--- src/rtl/age_ordered_reservation_station_pkg.sv ---
// age_ordered_reservation_station_pkg: shared types and defaults for the reservation station slice.
package age_ordered_reservation_station_pkg;
    localparam int RS_ID_WIDTH_DEFAULT   = 5;
    localparam int OPERAND_WIDTH_DEFAULT = 32;
    localparam int CDB_PORTS_DEFAULT     = 2;

    typedef struct packed {
        logic                             valid;
        logic [RS_ID_WIDTH_DEFAULT-1:0]   rs_id;
        logic [OPERAND_WIDTH_DEFAULT-1:0] value;
    } rs_cdb_t;

    typedef struct packed {
        logic       subtract;
        logic       carry_in;
        logic       carry_out_en;
        logic       record_cr;
        logic [3:0] dest;
    } add_sub_decode_t;
endpackage

--- src/rtl/age_ordered_reservation_station_if.sv ---
// age_ordered_reservation_station_if: take, CDB and dispatch signals of the reservation station.
interface age_ordered_reservation_station_if
    import age_ordered_reservation_station_pkg::*;
#(
    parameter int  OPERANDS      = 2,
    parameter int  OPERAND_WIDTH = OPERAND_WIDTH_DEFAULT,
    parameter int  RS_ID_WIDTH   = RS_ID_WIDTH_DEFAULT,
    parameter int  CDB_PORTS     = CDB_PORTS_DEFAULT,
    parameter int  RS_DEPTH      = 8,
    parameter type CONTROL_TYPE  = add_sub_decode_t
);
    logic                                        flush;
    logic                                        take_valid;
    logic                                        take_ready;
    logic [OPERANDS-1:0]                         op_value_valid_in;
    logic [OPERANDS-1:0][RS_ID_WIDTH-1:0]        op_rs_id_in;
    logic [OPERANDS-1:0][OPERAND_WIDTH-1:0]      op_value_in;
    CONTROL_TYPE                                 control_in;
    logic [RS_ID_WIDTH-1:0]                      id_taken;
    logic [CDB_PORTS-1:0]                        cdb_valid;
    logic [CDB_PORTS-1:0][RS_ID_WIDTH-1:0]       cdb_rs_id;
    logic [CDB_PORTS-1:0][OPERAND_WIDTH-1:0]     cdb_value;
    logic                                        output_valid;
    logic                                        output_ready;
    logic [OPERANDS-1:0][OPERAND_WIDTH-1:0]      op_value_out;
    CONTROL_TYPE                                 control_out;
    logic [RS_ID_WIDTH-1:0]                      op_rs_id_out;
    logic [$clog2(RS_DEPTH+1)-1:0]               occupancy;

    modport master (
        output flush, take_valid, op_value_valid_in, op_rs_id_in, op_value_in, control_in,
               cdb_valid, cdb_rs_id, cdb_value, output_ready,
        input  take_ready, id_taken, output_valid, op_value_out, control_out, op_rs_id_out, occupancy
    );
    modport slave (
        input  flush, take_valid, op_value_valid_in, op_rs_id_in, op_value_in, control_in,
               cdb_valid, cdb_rs_id, cdb_value, output_ready,
        output take_ready, id_taken, output_valid, op_value_out, control_out, op_rs_id_out, occupancy
    );
endinterface

--- src/rtl/age_ordered_reservation_station_rs_age_matrix.sv ---
// rs_age_matrix: tracks relative entry age and grants the oldest requester.
// age[i][j]=1 means entry i is older than entry j.
module rs_age_matrix #(
    parameter int RS_DEPTH = 8
) (
    input  logic                        clk,
    input  logic                        rst,
    input  logic                        alloc_en,
    input  logic [$clog2(RS_DEPTH)-1:0] alloc_idx,
    input  logic [RS_DEPTH-1:0]         dealloc,
    input  logic                        flush,
    input  logic [RS_DEPTH-1:0]         req,
    output logic [RS_DEPTH-1:0]         grant
);
    logic [RS_DEPTH-1:0] age [RS_DEPTH];
    logic [RS_DEPTH-1:0] valid;

    always_ff @(posedge clk) begin
        if (rst) begin
            valid <= '0;
            age   <= '{default: '0};
        end else if (flush) begin
            valid <= '0;
        end else begin
            valid <= (valid & ~dealloc) | (alloc_en ? RS_DEPTH'(1) << alloc_idx : '0);
            if (alloc_en)
                for (int j = 0; j < RS_DEPTH; j++) begin
                    age[alloc_idx][j] <= 1'b0;
                    age[j][alloc_idx] <= valid[j];
                end
        end
    end

    always_comb begin
        grant = req;
        for (int i = 0; i < RS_DEPTH; i++)
            for (int j = 0; j < RS_DEPTH; j++)
                if (req[j] && age[j][i]) grant[i] = 1'b0;
    end
endmodule

--- src/rtl/age_ordered_reservation_station.sv ---
// age_ordered_reservation_station: operand-capturing reservation station dispatching one ready entry per cycle.
// RS_AGE_ORDER_EN selects oldest-ready dispatch; otherwise the lowest-index ready entry goes first.
module age_ordered_reservation_station
    import age_ordered_reservation_station_pkg::*;
#(
    parameter int  OPERANDS      = 2,
    parameter int  OPERAND_WIDTH = 32,
    parameter int  RS_OFFSET     = 0,
    parameter int  RS_DEPTH      = 8,
    parameter int  RS_ID_WIDTH   = 5,
    parameter int  CDB_PORTS     = 2,
    parameter type CONTROL_TYPE  = add_sub_decode_t
) (
    input logic clk,
    input logic rst,
    age_ordered_reservation_station_if.slave rs
);
    localparam int IDX_W = $clog2(RS_DEPTH);
    localparam int OCC_W = $clog2(RS_DEPTH+1);

    logic [RS_DEPTH-1:0]      valid, ready, alloc_oh, grant;
    logic [OPERANDS-1:0]      opv [RS_DEPTH];
    logic [RS_ID_WIDTH-1:0]   tag [RS_DEPTH][OPERANDS];
    logic [OPERAND_WIDTH-1:0] val [RS_DEPTH][OPERANDS];
    CONTROL_TYPE              ctrl [RS_DEPTH];
    logic [IDX_W-1:0]         alloc_idx, sel_idx;
    logic [OPERANDS-1:0]      cap_v;
    logic [OPERAND_WIDTH-1:0] cap_val [OPERANDS];
    logic [OCC_W-1:0]         occ;
    logic                     take, disp;

    assign alloc_oh        = ~valid & (valid + RS_DEPTH'(1));
    assign take            = rs.take_valid & ~&valid & ~rs.flush;
    assign disp            = rs.output_valid & rs.output_ready;
    assign rs.take_ready   = ~&valid;
    assign rs.id_taken     = RS_ID_WIDTH'(alloc_idx) + RS_ID_WIDTH'(RS_OFFSET);
    assign rs.output_valid = |ready & ~rs.flush;
    assign rs.control_out  = ctrl[sel_idx];
    assign rs.op_rs_id_out = RS_ID_WIDTH'(sel_idx) + RS_ID_WIDTH'(RS_OFFSET);
    assign rs.occupancy    = occ;

    always_comb begin
        alloc_idx = '0;
        sel_idx   = '0;
        for (int i = 0; i < RS_DEPTH; i++) begin
            ready[i] = valid[i] & &opv[i];
            if (alloc_oh[i]) alloc_idx = IDX_W'(i);
            if (grant[i]) sel_idx = IDX_W'(i);
        end
        // descending scan so the lowest matching CDB port wins
        for (int o = 0; o < OPERANDS; o++) begin
            cap_v[o]           = rs.op_value_valid_in[o];
            cap_val[o]         = rs.op_value_in[o];
            rs.op_value_out[o] = val[sel_idx][o];
            for (int p = CDB_PORTS-1; p >= 0; p--)
                if (!rs.op_value_valid_in[o] && rs.cdb_valid[p] && rs.cdb_rs_id[p] == rs.op_rs_id_in[o]) begin
                    cap_v[o]   = 1'b1;
                    cap_val[o] = rs.cdb_value[p];
                end
        end
    end

`ifdef RS_AGE_ORDER_EN
    rs_age_matrix #(.RS_DEPTH(RS_DEPTH)) u_age (
        .clk      (clk),
        .rst      (rst),
        .alloc_en (take),
        .alloc_idx(alloc_idx),
        .dealloc  (disp ? grant : '0),
        .flush    (rs.flush),
        .req      (ready),
        .grant    (grant)
    );
`else
    assign grant = ready & (~ready + RS_DEPTH'(1));
`endif

    always_ff @(posedge clk) begin
        if (rst) begin
            valid <= '0;
            occ   <= '0;
        end else if (rs.flush) begin
            valid <= '0;
            occ   <= '0;
        end else begin
            occ <= occ + OCC_W'(take) - OCC_W'(disp);
            for (int i = 0; i < RS_DEPTH; i++) begin
                for (int o = 0; o < OPERANDS; o++)
                    for (int p = CDB_PORTS-1; p >= 0; p--)
                        if (valid[i] && !opv[i][o] && rs.cdb_valid[p] && rs.cdb_rs_id[p] == tag[i][o]) begin
                            opv[i][o] <= 1'b1;
                            val[i][o] <= rs.cdb_value[p];
                        end
                if (take && alloc_oh[i]) begin
                    valid[i] <= 1'b1;
                    ctrl[i]  <= rs.control_in;
                    opv[i]   <= cap_v;
                    for (int o = 0; o < OPERANDS; o++) begin
                        tag[i][o] <= rs.op_rs_id_in[o];
                        val[i][o] <= cap_val[o];
                    end
                end
                if (disp && grant[i]) valid[i] <= 1'b0;
            end
        end
    end
endmodule

--- src/flat_wrapper.sv ---
// flat-port wrapper written by rule: the top's interface ports become plain ports
module age_ordered_reservation_station_flat import age_ordered_reservation_station_pkg::*;
#(
    parameter int  OPERANDS      = 2,
    parameter int  OPERAND_WIDTH = 32,
    parameter int  RS_OFFSET     = 0,
    parameter int  RS_DEPTH      = 8,
    parameter int  RS_ID_WIDTH   = 5,
    parameter int  CDB_PORTS     = 2,
    parameter type CONTROL_TYPE  = add_sub_decode_t
)
  (clk, rst, rs_flush, rs_take_valid, rs_op_value_valid_in, rs_op_rs_id_in, rs_op_value_in, rs_control_in, rs_cdb_valid, rs_cdb_rs_id, rs_cdb_value, rs_output_ready, rs_take_ready, rs_id_taken, rs_output_valid, rs_op_value_out, rs_control_out, rs_op_rs_id_out, rs_occupancy);
  age_ordered_reservation_station_if #(.OPERANDS(OPERANDS), .OPERAND_WIDTH(OPERAND_WIDTH), .RS_ID_WIDTH(RS_ID_WIDTH), .CDB_PORTS(CDB_PORTS), .RS_DEPTH(RS_DEPTH), .CONTROL_TYPE(CONTROL_TYPE)) rs_i ();
  input logic clk;
  input logic rst;
  input wire logic [$bits(rs_i.flush)-1:0] rs_flush;
  input wire logic [$bits(rs_i.take_valid)-1:0] rs_take_valid;
  input wire logic [$bits(rs_i.op_value_valid_in)-1:0] rs_op_value_valid_in;
  input wire logic [$bits(rs_i.op_rs_id_in)-1:0] rs_op_rs_id_in;
  input wire logic [$bits(rs_i.op_value_in)-1:0] rs_op_value_in;
  input wire logic [$bits(rs_i.control_in)-1:0] rs_control_in;
  input wire logic [$bits(rs_i.cdb_valid)-1:0] rs_cdb_valid;
  input wire logic [$bits(rs_i.cdb_rs_id)-1:0] rs_cdb_rs_id;
  input wire logic [$bits(rs_i.cdb_value)-1:0] rs_cdb_value;
  input wire logic [$bits(rs_i.output_ready)-1:0] rs_output_ready;
  output wire logic [$bits(rs_i.take_ready)-1:0] rs_take_ready;
  output wire logic [$bits(rs_i.id_taken)-1:0] rs_id_taken;
  output wire logic [$bits(rs_i.output_valid)-1:0] rs_output_valid;
  output wire logic [$bits(rs_i.op_value_out)-1:0] rs_op_value_out;
  output wire logic [$bits(rs_i.control_out)-1:0] rs_control_out;
  output wire logic [$bits(rs_i.op_rs_id_out)-1:0] rs_op_rs_id_out;
  output wire logic [$bits(rs_i.occupancy)-1:0] rs_occupancy;
  assign rs_i.flush = rs_flush;
  assign rs_i.take_valid = rs_take_valid;
  assign rs_i.op_value_valid_in = rs_op_value_valid_in;
  assign rs_i.op_rs_id_in = rs_op_rs_id_in;
  assign rs_i.op_value_in = rs_op_value_in;
  assign rs_i.control_in = rs_control_in;
  assign rs_i.cdb_valid = rs_cdb_valid;
  assign rs_i.cdb_rs_id = rs_cdb_rs_id;
  assign rs_i.cdb_value = rs_cdb_value;
  assign rs_i.output_ready = rs_output_ready;
  assign rs_take_ready = rs_i.take_ready;
  assign rs_id_taken = rs_i.id_taken;
  assign rs_output_valid = rs_i.output_valid;
  assign rs_op_value_out = rs_i.op_value_out;
  assign rs_control_out = rs_i.control_out;
  assign rs_op_rs_id_out = rs_i.op_rs_id_out;
  assign rs_occupancy = rs_i.occupancy;
  age_ordered_reservation_station #(.OPERANDS(OPERANDS), .OPERAND_WIDTH(OPERAND_WIDTH), .RS_OFFSET(RS_OFFSET), .RS_DEPTH(RS_DEPTH), .RS_ID_WIDTH(RS_ID_WIDTH), .CDB_PORTS(CDB_PORTS), .CONTROL_TYPE(CONTROL_TYPE)) u_core (.clk(clk), .rst(rst), .rs(rs_i));
endmodule
--- config.mk ---
export PLATFORM = sky130hd
export DESIGN_NAME = age_ordered_reservation_station_flat
export DESIGN_NICKNAME = d
export VERILOG_FILES = /design/src/rtl/age_ordered_reservation_station_pkg.sv /design/src/rtl/age_ordered_reservation_station_if.sv /design/src/rtl/age_ordered_reservation_station_rs_age_matrix.sv /design/src/rtl/age_ordered_reservation_station.sv /design/src/flat_wrapper.sv
export SDC_FILE = /design/constraint.sdc
export NUM_CORES = 2
export LEC_CHECK = 0
export CORE_MARGIN = 2
export CORE_UTILIZATION = 46
export DETAILED_ROUTE_END_ITERATION = 16
export SLEW_MARGIN = 30
export SYNTH_ARGS = -nofsm -noshare
export SYNTH_HDL_FRONTEND = slang
export SYNTH_SLANG_ARGS = --single-unit
--- constraint.sdc ---
create_clock -name clk -period 6.1 [get_ports clk]
set_clock_uncertainty 0.05 [all_clocks]
set_input_delay 0.61 -clock clk [delete_from_list [all_inputs] [get_ports clk]]
set_output_delay 0.61 -clock clk [all_outputs]
set_load 0.01 [all_outputs]
==> run_results.csv <==
group,metric,value,unit
outcome,status,"finished, final reports clean",
routing,vias_per_cell,6.53,
clock_tree,cts_buffers,78,
worst_setup_path,rr_endpoint,"u_core.rs.occupancy[2]",
worst_setup_path,worstSetupStartpointType,"flip-flop",
die,fp-row-count,110,
worst_setup_path,r2r_cells,11,
power_and_ir_drop,leakage,18.3,nW
worst_setup_path,slowest_delay,0.81,ns
timing,fin_ws,0.832,ns
grt,antenna_found_initial,3,
timing,setup_viol,0,
clock_tree,cts_tree,"yes",
clock_tree,cts_hold_buffers,0,
routing,wl_per_cell,30.2,µm
finish,multi_input_comb_area,0.0195,mm²
timing,timing.fmax,190,MHz
power_and_ir_drop,peakVddDrop,0.000196,V
timing,hold_ws,0.471,ns
timing,worstMarginPinSlew,1.05,ns
grt,grt_pass1_vias,33600,
grt,grt_max_degree,133,
synth,yosysUniqueCellTypes,53,
job,timing.max_cap.violations,0,
die,die_w,305,µm
synth,synthTopCellsByArea,"edfxtp_1 48%, mux2i_1 11%, nand2_1 7.8%",
routing,drt_wl_total,162000,µm
routing,detail-route-antenna-nets,0,
synth,synth-edff-count,671,
routing,vias,35000,
worst_setup_path,arrival,4.61,ns
grt,grt_overflow_total,0,
synth,netlist_instances,4104,
finish,regArea,0.0204,mm²
synth,synth_seq_cells,684,
clock_tree,clkLatencyLatePin,0.65,ns
placement,hpwlAfterDp,92200,µm
timing,rsz0062_at_grt,"no",
synth,seq_area_frac_synth,0.488,
worst_setup_path,crit_required,5.44,ns
synth,synth-async-reset-ratio,0,
timing,tns,0,ns
finish,nNetsFinal,4294,
worst_setup_path,cp_max_fo,29,
clock_tree,path_clk_slew,0.06,ns
routing,drt-initial-drc-count,4475,
clock_tree,cts_setup_buffers,0,
finish,fillers,7908,
synth,synth.largest_area_cell,"edfxtp_1",
worst_setup_path,endpoint_kind,"primary output",
die,initial_core_util,0.464,
grt,grtUsageTotal,0.337,
worst_setup_path,path_cells,"and3_1 > nand4_1 > nor2_4 > buf_4 > a221oi_2 > a22oi_1 > o221a_1 > clkdlybuf4s50_1",
placement,place_congestion,0.879,
timing,hold_viol_final,0,
timing,finalCritPeriodShare,0.864,
synth,synth.avg_cell_area,10.2,µm²
synth,syn_area,0.0418,mm²
worst_setup_path,cp-startpoint,"u_core.valid[5]",
clock_tree,cts.sinks,684,
placement,placedCellCount,5219,
synth,synth_top_cell_area_share,0.482,
synth,synth.top_cells.by_count,"869 x nand2_1, 671 x edfxtp_1, 480 x mux2i_1",
die,die_h,305,µm
finish,drive_above_1_share,0.103,
worst_hold_path,hp-class,"flip-flop to flip-flop",
clock_tree,cts_buffer_depth,3,
worst_setup_path,cp_slowest_cell,"nor2_4",
timing,slew_viol_final,0,
worst_setup_path,r2r_slack,2.04,ns
grt,grt_pass1_wl,232000,µm
placement,portBuffers,248,
die,core_area,0.0900,mm²
timing,slew_headroom,0.303,
synth,yosysMostFrequentCell,"nand2_1",
routing,drt_drc_violations_left,0,
routing,dr.pass1.iters,6,
finish,area_growth,14.2,%
synth,ys.flop_type,"edfxtp_1",
power_and_ir_drop,p_per_area,230,mW/mm²
placement,pre_cts_slack,1.62,ns
clock_tree,cts_root_buf,"clkbuf_16",
clock_tree,cts_max_level,3,
die,die_area,0.0933,mm²
clock_tree,cts_resized,0,
finish,final_cell_count_no_fill,5365,
timing,fin_crit,5.27,ns
worst_setup_path,r2r_start,"u_core.opv[1][5]",
die,ioPinCount,253,
worst_setup_path,worstSetupPathType,"flip-flop to primary output",
worst_setup_path,crit_end,"rs_op_value_out[62]",
synth,yosys_warnings,0,
stage by stage:
stage                     cell area (µm²)   util  power [mW]
final                               47700  0.530        11.0
after floorplan                     41800      -        5.84
after CTS                           47700  0.530        11.0
after global routing                47700  0.530        11.2
after detailed placement            45100  0.501        6.23
after global placement              45100  0.501        6.22
where the power goes:
part,leakage (nW),switching [mW],internal (mW)
combinational,10.9,0.602,0.355
clock,1.26,2.03,2.80
sequential,6.18,0.0122,5.19
layout make-up:
| cell class | count | share of cell area |
|---|---|---|
| timing repair buffer | 395 | 0.0778 |
| tap | 1176 | 0.0308 |
| antenna | 1 | 0.0000524 |
| clock buffer | 102 | 0.0454 |
| clock inverter | 42 | 0.00831 |
| multi-input combinational | 2956 | 0.409 |
| inverter | 9 | 0.000918 |
| sequential | 684 | 0.428 |
registers in the layout, indices dropped and copies added (netlist names):
name and flops:
u_core.valid 8, u_core.val 512, u_core.opv 16, u_core.tag 80, u_core.rs.occupancy 4, u_core.ctrl 64
logic make-up after synthesis:
kind of cell               count (synthesis)  synth area share
and+or+nand+nor                         1242             0.131
AOI/OAI and AO/OA                       1042             0.177
DFF                                      684             0.488
muxes                                    480             0.115
buffers and inverters                    467            0.0488
xor gates and xnor gates                 183            0.0384
adders and majority gates                  5           0.00168
other                                      1         0.0000898
worst min path at each step:
| stage | from | to | slack (ns) | cells past startpoint |
|---|---|---|---|---|
| floorplan | u_core.opv[1][0] | u_core.opv[1][0] | 0.44 | 1 |
| global placement | u_core.opv[1][0] | u_core.opv[1][0] | 0.45 | 1 |
| detailed placement | u_core.opv[1][0] | u_core.opv[1][0] | 0.46 | 1 |
| CTS | u_core.opv[1][0] | u_core.opv[1][0] | 0.47 | 1 |
| global route | u_core.opv[1][0] | u_core.opv[1][0] | 0.50 | 1 |
| finish | u_core.opv[1][0] | u_core.opv[1][0] | 0.47 | 1 |
per-layer routing:
layer | up-vias | routed length, µm | track usage
met5 | - | 23 | 0
met4 | 4 | 7160 | 0.144
met3 | 447 | 18500 | 0.0718
met2 | 2301 | 71800 | 0.520
met1 | 17000 | 64500 | 0.460
li1 | 15300 | - | -
placed cells by master (no fill, tap or decap), types with 38 or more instances in the layout:
| cell | synthesis | final |
|---|---|---|
| buf_4 | 29 | 135 |
| clkdlybuf4s50_1 | 0 | 247 |
| clkbuf_16 | 0 | 83 |
| a221oi_1 | 75 | 75 |
| a31oi_2 | 58 | 58 |
| nand3b_1 | 77 | 77 |
| edfxtp_1 | 671 | 671 |
| a22oi_1 | 104 | 104 |
| nand2_1 | 869 | 859 |
| o21ai_0 | 401 | 400 |
| o21ai_1 | 224 | 224 |
| nor2_1 | 41 | 38 |
| o221a_1 | 72 | 72 |
| xnor2_1 | 41 | 41 |
| nand3_1 | 84 | 80 |
| a221oi_2 | 69 | 69 |
| mux2i_1 | 480 | 480 |
| xor2_1 | 142 | 142 |
| nor3_1 | 71 | 67 |
worst max-delay path, delay by kind of cell, from the launching register on:
family | cells | cell delay (ns)
buffers and inverters | 2 | 1.36
flip-flops | 1 | 0.49
AND/OR/NAND/NOR | 3 | 1.29
AO/OA/AOI/OAI | 3 | 0.80
No activity file was read; power rests on OpenSTA's default activity.
